<file path="src/rtl/rom_cache_pkg.sv">
// rom_cache_pkg: shared FSM state, width helper and lane select for the ROM fetch cache
package rom_cache_pkg;

    typedef enum logic [1:0] {IDLE, REQ, WAIT} fill_state_e;

    function automatic int clog2(input int v);
        int r = 0;
        while ((1 << r) < v) r++;
        return r;
    endfunction

    function automatic logic [31:0] lane_sel(input logic [31:0] w, input logic [1:0] sub, input int dw);
        logic [31:0] m;
        m = dw >= 32 ? 32'hFFFF_FFFF : (32'd1 << dw) - 32'd1;
        return (w >> (int'(sub) * dw)) & m;
    endfunction

endpackage

</file>
<file path="src/rtl/rom_cache_store.sv">
// rom_cache_store: direct-mapped line array with async read, sync write and sync clear-all
module rom_cache_store
    import rom_cache_pkg::*;
#(
    parameter int LINES = 16,
    parameter int TW = 8,
    localparam int IW = clog2(LINES)
) (
    input  logic          clk,
    input  logic          clear,
    input  logic [IW-1:0] rd_idx,
    output logic          rd_valid,
    output logic [TW-1:0] rd_tag,
    output logic [31:0]   rd_data,
    input  logic          wr_en,
    input  logic [IW-1:0] wr_idx,
    input  logic [TW-1:0] wr_tag,
    input  logic [31:0]   wr_data
);

    logic [LINES-1:0] valid;
    logic [TW-1:0]    tag  [LINES];
    logic [31:0]      data [LINES];

    assign rd_valid = valid[rd_idx];
    assign rd_tag   = tag[rd_idx];
    assign rd_data  = data[rd_idx];

    always_ff @(posedge clk) begin
        if (clear)
            valid <= '0;
        else if (wr_en)
            valid[wr_idx] <= 1'b1;
    end

    // tag/data need no reset: a line is only ever read through its valid bit
    always_ff @(posedge clk) begin
        if (wr_en) begin
            tag[wr_idx]  <= wr_tag;
            data[wr_idx] <= wr_data;
        end
    end

endmodule

</file>
<file path="src/rtl/rom_fetch_cache.sv">
// rom_fetch_cache: per-client ROM read stage with a direct-mapped word cache in front of rom_controller
module rom_fetch_cache
    import rom_cache_pkg::*;
#(
    parameter int          ROM_ADDR_WIDTH = 16,
    parameter int          ROM_DATA_WIDTH = 16,
    parameter logic [23:0] ROM_OFFSET = 24'h000000,
    parameter int          LINES = 16
) (
    input  logic                      clk,
    input  logic                      reset,
    input  logic                      cs,
    input  logic                      oe,
    input  logic [ROM_ADDR_WIDTH-1:0] rom_addr,
    output logic [ROM_DATA_WIDTH-1:0] rom_data,
    output logic                      rom_valid,
    input  logic                      flush,
    output logic [22:0]               ctrl_addr,
    output logic                      ctrl_req,
    input  logic                      ctrl_ack,
    input  logic                      ctrl_valid,
    input  logic [31:0]               ctrl_data,
    output logic                      ctrl_hit
);

    localparam int S  = clog2(32 / ROM_DATA_WIDTH);
    localparam int SW = S == 0 ? 1 : S;
    localparam int WW = ROM_ADDR_WIDTH - S;
    localparam int IW = clog2(LINES);
    localparam int TW = WW > IW ? WW - IW : 1;

    fill_state_e   state, state_d;
    logic [WW-1:0] word, fill_word;
    logic [SW-1:0] sub, fill_sub;
    logic [TW-1:0] tag, line_tag;
    logic [31:0]   line_data, line_lane, fill_lane;
    logic          line_valid, capture, fill_done, deliver, flushed, wr_en;

    assign word = WW'(rom_addr >> S);
    assign sub  = S == 0 ? '0 : SW'(rom_addr);
    assign tag  = TW'(word >> IW);

    rom_cache_store #(.LINES(LINES), .TW(TW)) u_store (
        .clk     (clk),
        .clear   (!reset || flush),
        .rd_idx  (word[IW-1:0]),
        .rd_valid(line_valid),
        .rd_tag  (line_tag),
        .rd_data (line_data),
        .wr_en   (wr_en),
        .wr_idx  (fill_word[IW-1:0]),
        .wr_tag  (TW'(fill_word >> IW)),
        .wr_data (ctrl_data)
    );

    assign ctrl_hit  = cs && oe && line_valid && line_tag == tag && !flush;
    assign ctrl_addr = 23'(ROM_OFFSET[23:2]) + 23'(fill_word);

    always_comb begin
        state_d   = state;
        ctrl_req  = 1'b0;
        capture   = 1'b0;
        fill_done = 1'b0;
        case (state)
            IDLE: begin
                capture = cs && oe && !ctrl_hit && !flush;
                state_d = capture ? REQ : IDLE;
            end
            REQ: begin
                ctrl_req  = 1'b1;
                fill_done = ctrl_ack && ctrl_valid;
                state_d   = !ctrl_ack ? REQ : ctrl_valid ? IDLE : WAIT;
            end
            WAIT: begin
                fill_done = ctrl_valid;
                state_d   = ctrl_valid ? IDLE : WAIT;
            end
            default: state_d = IDLE;
        endcase
    end

    // a flush seen at any point during the fill makes the returning word stale
    assign wr_en   = fill_done && !flush && !flushed && reset;
    assign deliver = fill_done && cs && oe && word == fill_word && sub == fill_sub;

    assign line_lane = lane_sel(line_data, 2'(sub), ROM_DATA_WIDTH);
    assign fill_lane = lane_sel(ctrl_data, 2'(sub), ROM_DATA_WIDTH);
    assign rom_valid = ctrl_hit || deliver;
    assign rom_data  = ctrl_hit ? line_lane[ROM_DATA_WIDTH-1:0] :
                       deliver  ? fill_lane[ROM_DATA_WIDTH-1:0] : '0;

    always_ff @(posedge clk) begin
        if (!reset) begin
            state     <= IDLE;
            fill_word <= '0;
            fill_sub  <= '0;
            flushed   <= 1'b0;
        end else begin
            state   <= state_d;
            flushed <= state_d == IDLE ? 1'b0 : flushed || flush;
            if (capture) begin
                fill_word <= word;
                fill_sub  <= sub;
            end
        end
    end

endmodule

</file>
<file path="config.mk">
export PLATFORM = sky130hd
export DESIGN_NAME = rom_fetch_cache
export DESIGN_NICKNAME = d
export VERILOG_FILES = /design/src/rtl/rom_cache_pkg.sv /design/src/rtl/rom_cache_store.sv /design/src/rtl/rom_fetch_cache.sv
export SDC_FILE = /design/constraint.sdc
export NUM_CORES = 1
export LEC_CHECK = 0
export CAP_MARGIN = 5
export CORE_MARGIN = 10
export CORE_UTILIZATION = 55
export CTS_BUF_LIST = sky130_fd_sc_hd__clkbuf_2 sky130_fd_sc_hd__clkbuf_4 sky130_fd_sc_hd__clkbuf_8
export DETAILED_ROUTE_END_ITERATION = 7
export HOLD_SLACK_MARGIN = 0.03
export PLACE_DENSITY = 0.74
export SYNTH_ARGS = -nofsm -noshare
export SYNTH_HDL_FRONTEND = slang
export SYNTH_SLANG_ARGS = --single-unit
export TNS_END_PERCENT = 5
</file>
<file path="constraint.sdc">
create_clock -name clk -period 5.6 [get_ports clk]
set_input_delay 0.84 -clock clk [delete_from_list [all_inputs] [get_ports clk]]
set_output_delay 0.84 -clock clk [all_outputs]
set_load 0.005 [all_outputs]
</file>
==> metrics.md <==
| Metric | Value |
|---|---|
| Status | completed |
| Post-synth EDFFs | between 600 and 700 |
| IO Count | slightly below 100 |
| Routed Antenna Nets | 0 |
| Die ar. | roughly 60,000 um2 |
| Total Routed Length | 63,200 um |
| Hold WS | 0.469 ns |
| Filler cells | ~3,500 |
| Flops & latches, synth | approximately 720 |
| Register area share after synthesis | between 70% and 80% |
| Worst R2R End | fill_word[6]$_SDFFE_PN0P_ |
| Initial antenna violation count | 6 |
| RSZ-0062 raised after global routing | false |
| P_leak | about 0.011 uW |
| DR DRC count | 0 |
| Hold Path End | u_store.valid[14]$_SDFFE_PP0P_ |
| DIE HEIGHT | 247 um |
| Die Wd | around 250 um |
| Slew headroom | 26.7% |
| CP Max Fanout | 29 |
| Initial Utilization | roughly 55% |
| Num rows | 83 |
| Worst hold path type | register to register |
| Cell count after synthesis | between 1,000 and 1,500 |
| Layout Utilization | 63.2% |
| R2R setup slack | between 2 and 2.5 ns |
| Setup violators final | 0 |
| DRT Pass-1 Iters | 5 |
| Reg-to-Reg Start | u_store.tag[3][10]$_DFFE_PP_ |
| Count of final hold-check violations | 0 |
| Htree depth | 3 |
| CTS Buffer Depth | 3 |
| Commonest non-fill, non-tap cell in the layout | edfxtp_1 |
| DR iter-0 viols | roughly 1,500 |
| Hold path start | u_store.valid[14]$_SDFFE_PP0P_ |
| Clock sinks | between 700 and 800 |
| Number of port buffers | 88 |
| Register Area | around 21,000 um2 |
| Routability cong. | 0.801 |
| CTS Buf Count | 108 |
| Hold buffers post-CTS | 0 |
| First-pass GRT wire length | around 93,000 um |
| Avg Cell Area, Syn | around 22 um2 |
| Count of cell types in the netlist | slightly below 50 |
| Ys flop type | edfxtp_1 |
| DR WL/cell | around 28 um |
| Max-slew violation count | 0 |
| Synthesis-to-finish area growth | 14.0% |
| Crit path launch type | input pin |
| Max Clk Rate | about 190 MHz |
| Worst-skew pair later-pin latency | just under 0.7 ns |
| Post-cts resize count | 0 |
| Vias per Instance | 6.15 |
| Min cycle time layout | roughly 5.3 ns |
| Hold Path Cell Cnt | 2 |
| Largest net degree at the start of global routing | just over 100 |
| GRT Overall Usage | a little over a fifth |
| Crit Path Class | input pin to output port |
| Worst Skew | around 0.027 ns |
| Core area | roughly 50,000 um2 |
| Max_cap viols | 0 |
| Req. time, crit path | approximately 4.8 ns |
| R2R cell count | 11 |
| Synth Cell Area | 28,400 um2 |
| Worst setup EP type | output port |
| Final instance area | approximately 32,000 um2 |
| Reg clk slew, reported paths | roughly 0.050 ns |
| Layout cells sized above 1 | between 20 and 30% |
| Final layout net count | approximately 1,500 |
| Commonest non-fill, non-tap cells in the layout | edfxtp_1, mux4_2, clkbuf_8 |
| CTS tree | yes |
| Arrival @ worst endpoint | 4.42 ns |
| Gr ovfl total | 0 |
| Worst-Margin Slew | approximately 1.1 ns |
| Multi-input gate area | a little under 7000 um2 |
| Post-DP Area | 30,300 um2 |
| Post-CTS Setup Bufs | 0 |
| PwrDens | roughly 330 nW/um2 |
| Dpl hpwl | between 30,000 and 40,000 um |
| Clk root buf | clkbuf_8 |
| Vias | around 14,000 |
| Post-synth ARST share | 0% |
| Crit share post-route | around 94% |
| Peak supply drop | between 0.15 and 0.2 mV |
| Syn. warnings | 0 |
| Vias in the first global route | 14,200 |
| Fin Setup TNS | 0 ns |
state kept, by name, summed over array words and instances, names as in the netlist:
signal         flops
u_store.valid     16
u_store.tag      176
fill_sub           1
flushed            1
fill_word         15
u_store.data     512
state              2
how the worst max path moves through the flow:
stage	from	end	cells after the start	slack [ns]
after global routing	rom_addr[2]	rom_data[4]	13	0.17
after floorplan	ctrl_ack	u_store.data[8][0]$_DFFE_PP_	6	0.63
final	rom_addr[4]	rom_data[4]	13	0.34
after CTS	rom_addr[2]	rom_data[5]	13	0.36
after global placement	rom_addr[2]	rom_data[2]	13	0.43
after detailed placement	rom_addr[2]	rom_data[5]	13	0.37
synth_stat cells, drive strengths merged (2+ instances only):
master	count	area share (%)
a211oi	2	0.053
a21oi	21	0.37
a31oi	2	0.044
and3	2	0.044
buf	45	1.0
clkbuf	35	0.46
dfxtp	35	2.5
edfxtp	688	73
ha	4	0.18
inv	5	0.084
mux2	26	1.0
mux2i	42	1.5
mux4	198	16
nand2	29	0.46
nand2b	10	0.22
nand3	20	0.35
nand4	4	0.088
nor2	47	0.62
nor2b	3	0.066
nor3	7	0.12
nor4	3	0.066
o21a	4	0.11
o21ai	17	0.30
o22ai	6	0.13
o31ai	18	0.48
xnor2	20	0.62
xor2	14	0.43
kinds of logic after synthesis:
kind of cell             Yosys count  synth area share [%]
AO/OA/AOI/OAI                     77                  1.69
XOR/XNOR                          34                  1.05
adder cells (fa/ha/maj)            4                 0.176
buffers and inverters             86                  1.58
flip-flops                       723                  75.1
multiplexers                     266                  18.2
other                              1                0.0132
AND/OR/NAND/NOR                  130                  2.16
per-layer routing:
layer / global-route usage, % / vias up / share of wire (%)
met3: 4.11 / 94 / 7.0
met4: 7.17 / 6 / 2.3
met2: 33.6 / 585 / 49
met5: 1.83 / - / 0.30
met1: 28.2 / 7325 / 41
li1: - / 5842 / -
layout make-up:
type | instances | share of cell area, %
Timing Repair Buffer | 129 | 4.02
Antenna cell | 4 | 0.0309
Clock buffer | 160 | 5.89
Sequential cell | 723 | 65.9
Multi-Input combinational cell | 519 | 20.8
Clock inverter | 32 | 0.621
Tap cell | 680 | 2.62
Inverter | 6 | 0.0849
worst max-delay path: stages:
cell,delay (ns)
clkdlybuf4s50_1,0.50
buf_12,0.22
mux4_2,0.33
mux2i_1,0.15
mux2i_1,0.10
xnor2_1,0.26
nand4_1,0.18
or4_1,0.64
inv_6,0.17
buf_4,0.25
nand2_1,0.08
o31ai_1,0.08
clkdlybuf4s50_1,0.58
power breakdown:
group | internal [uW] | switching (uW)
registers | 5910 | 16.0
logic | 231 | 256
clock network | 2260 | 1910
through the flow:
stage	std cells	setup slack, ns	total power (uW)
after detailed placement	2057	0.365	6530
after global placement	2057	0.429	6520
after CTS	2249	0.363	10700
final	2253	0.345	10600
after floorplan	1328	0.632	6340
after global routing	2252	0.167	10900
Note: power is estimated with default switching activity, not from simulation.
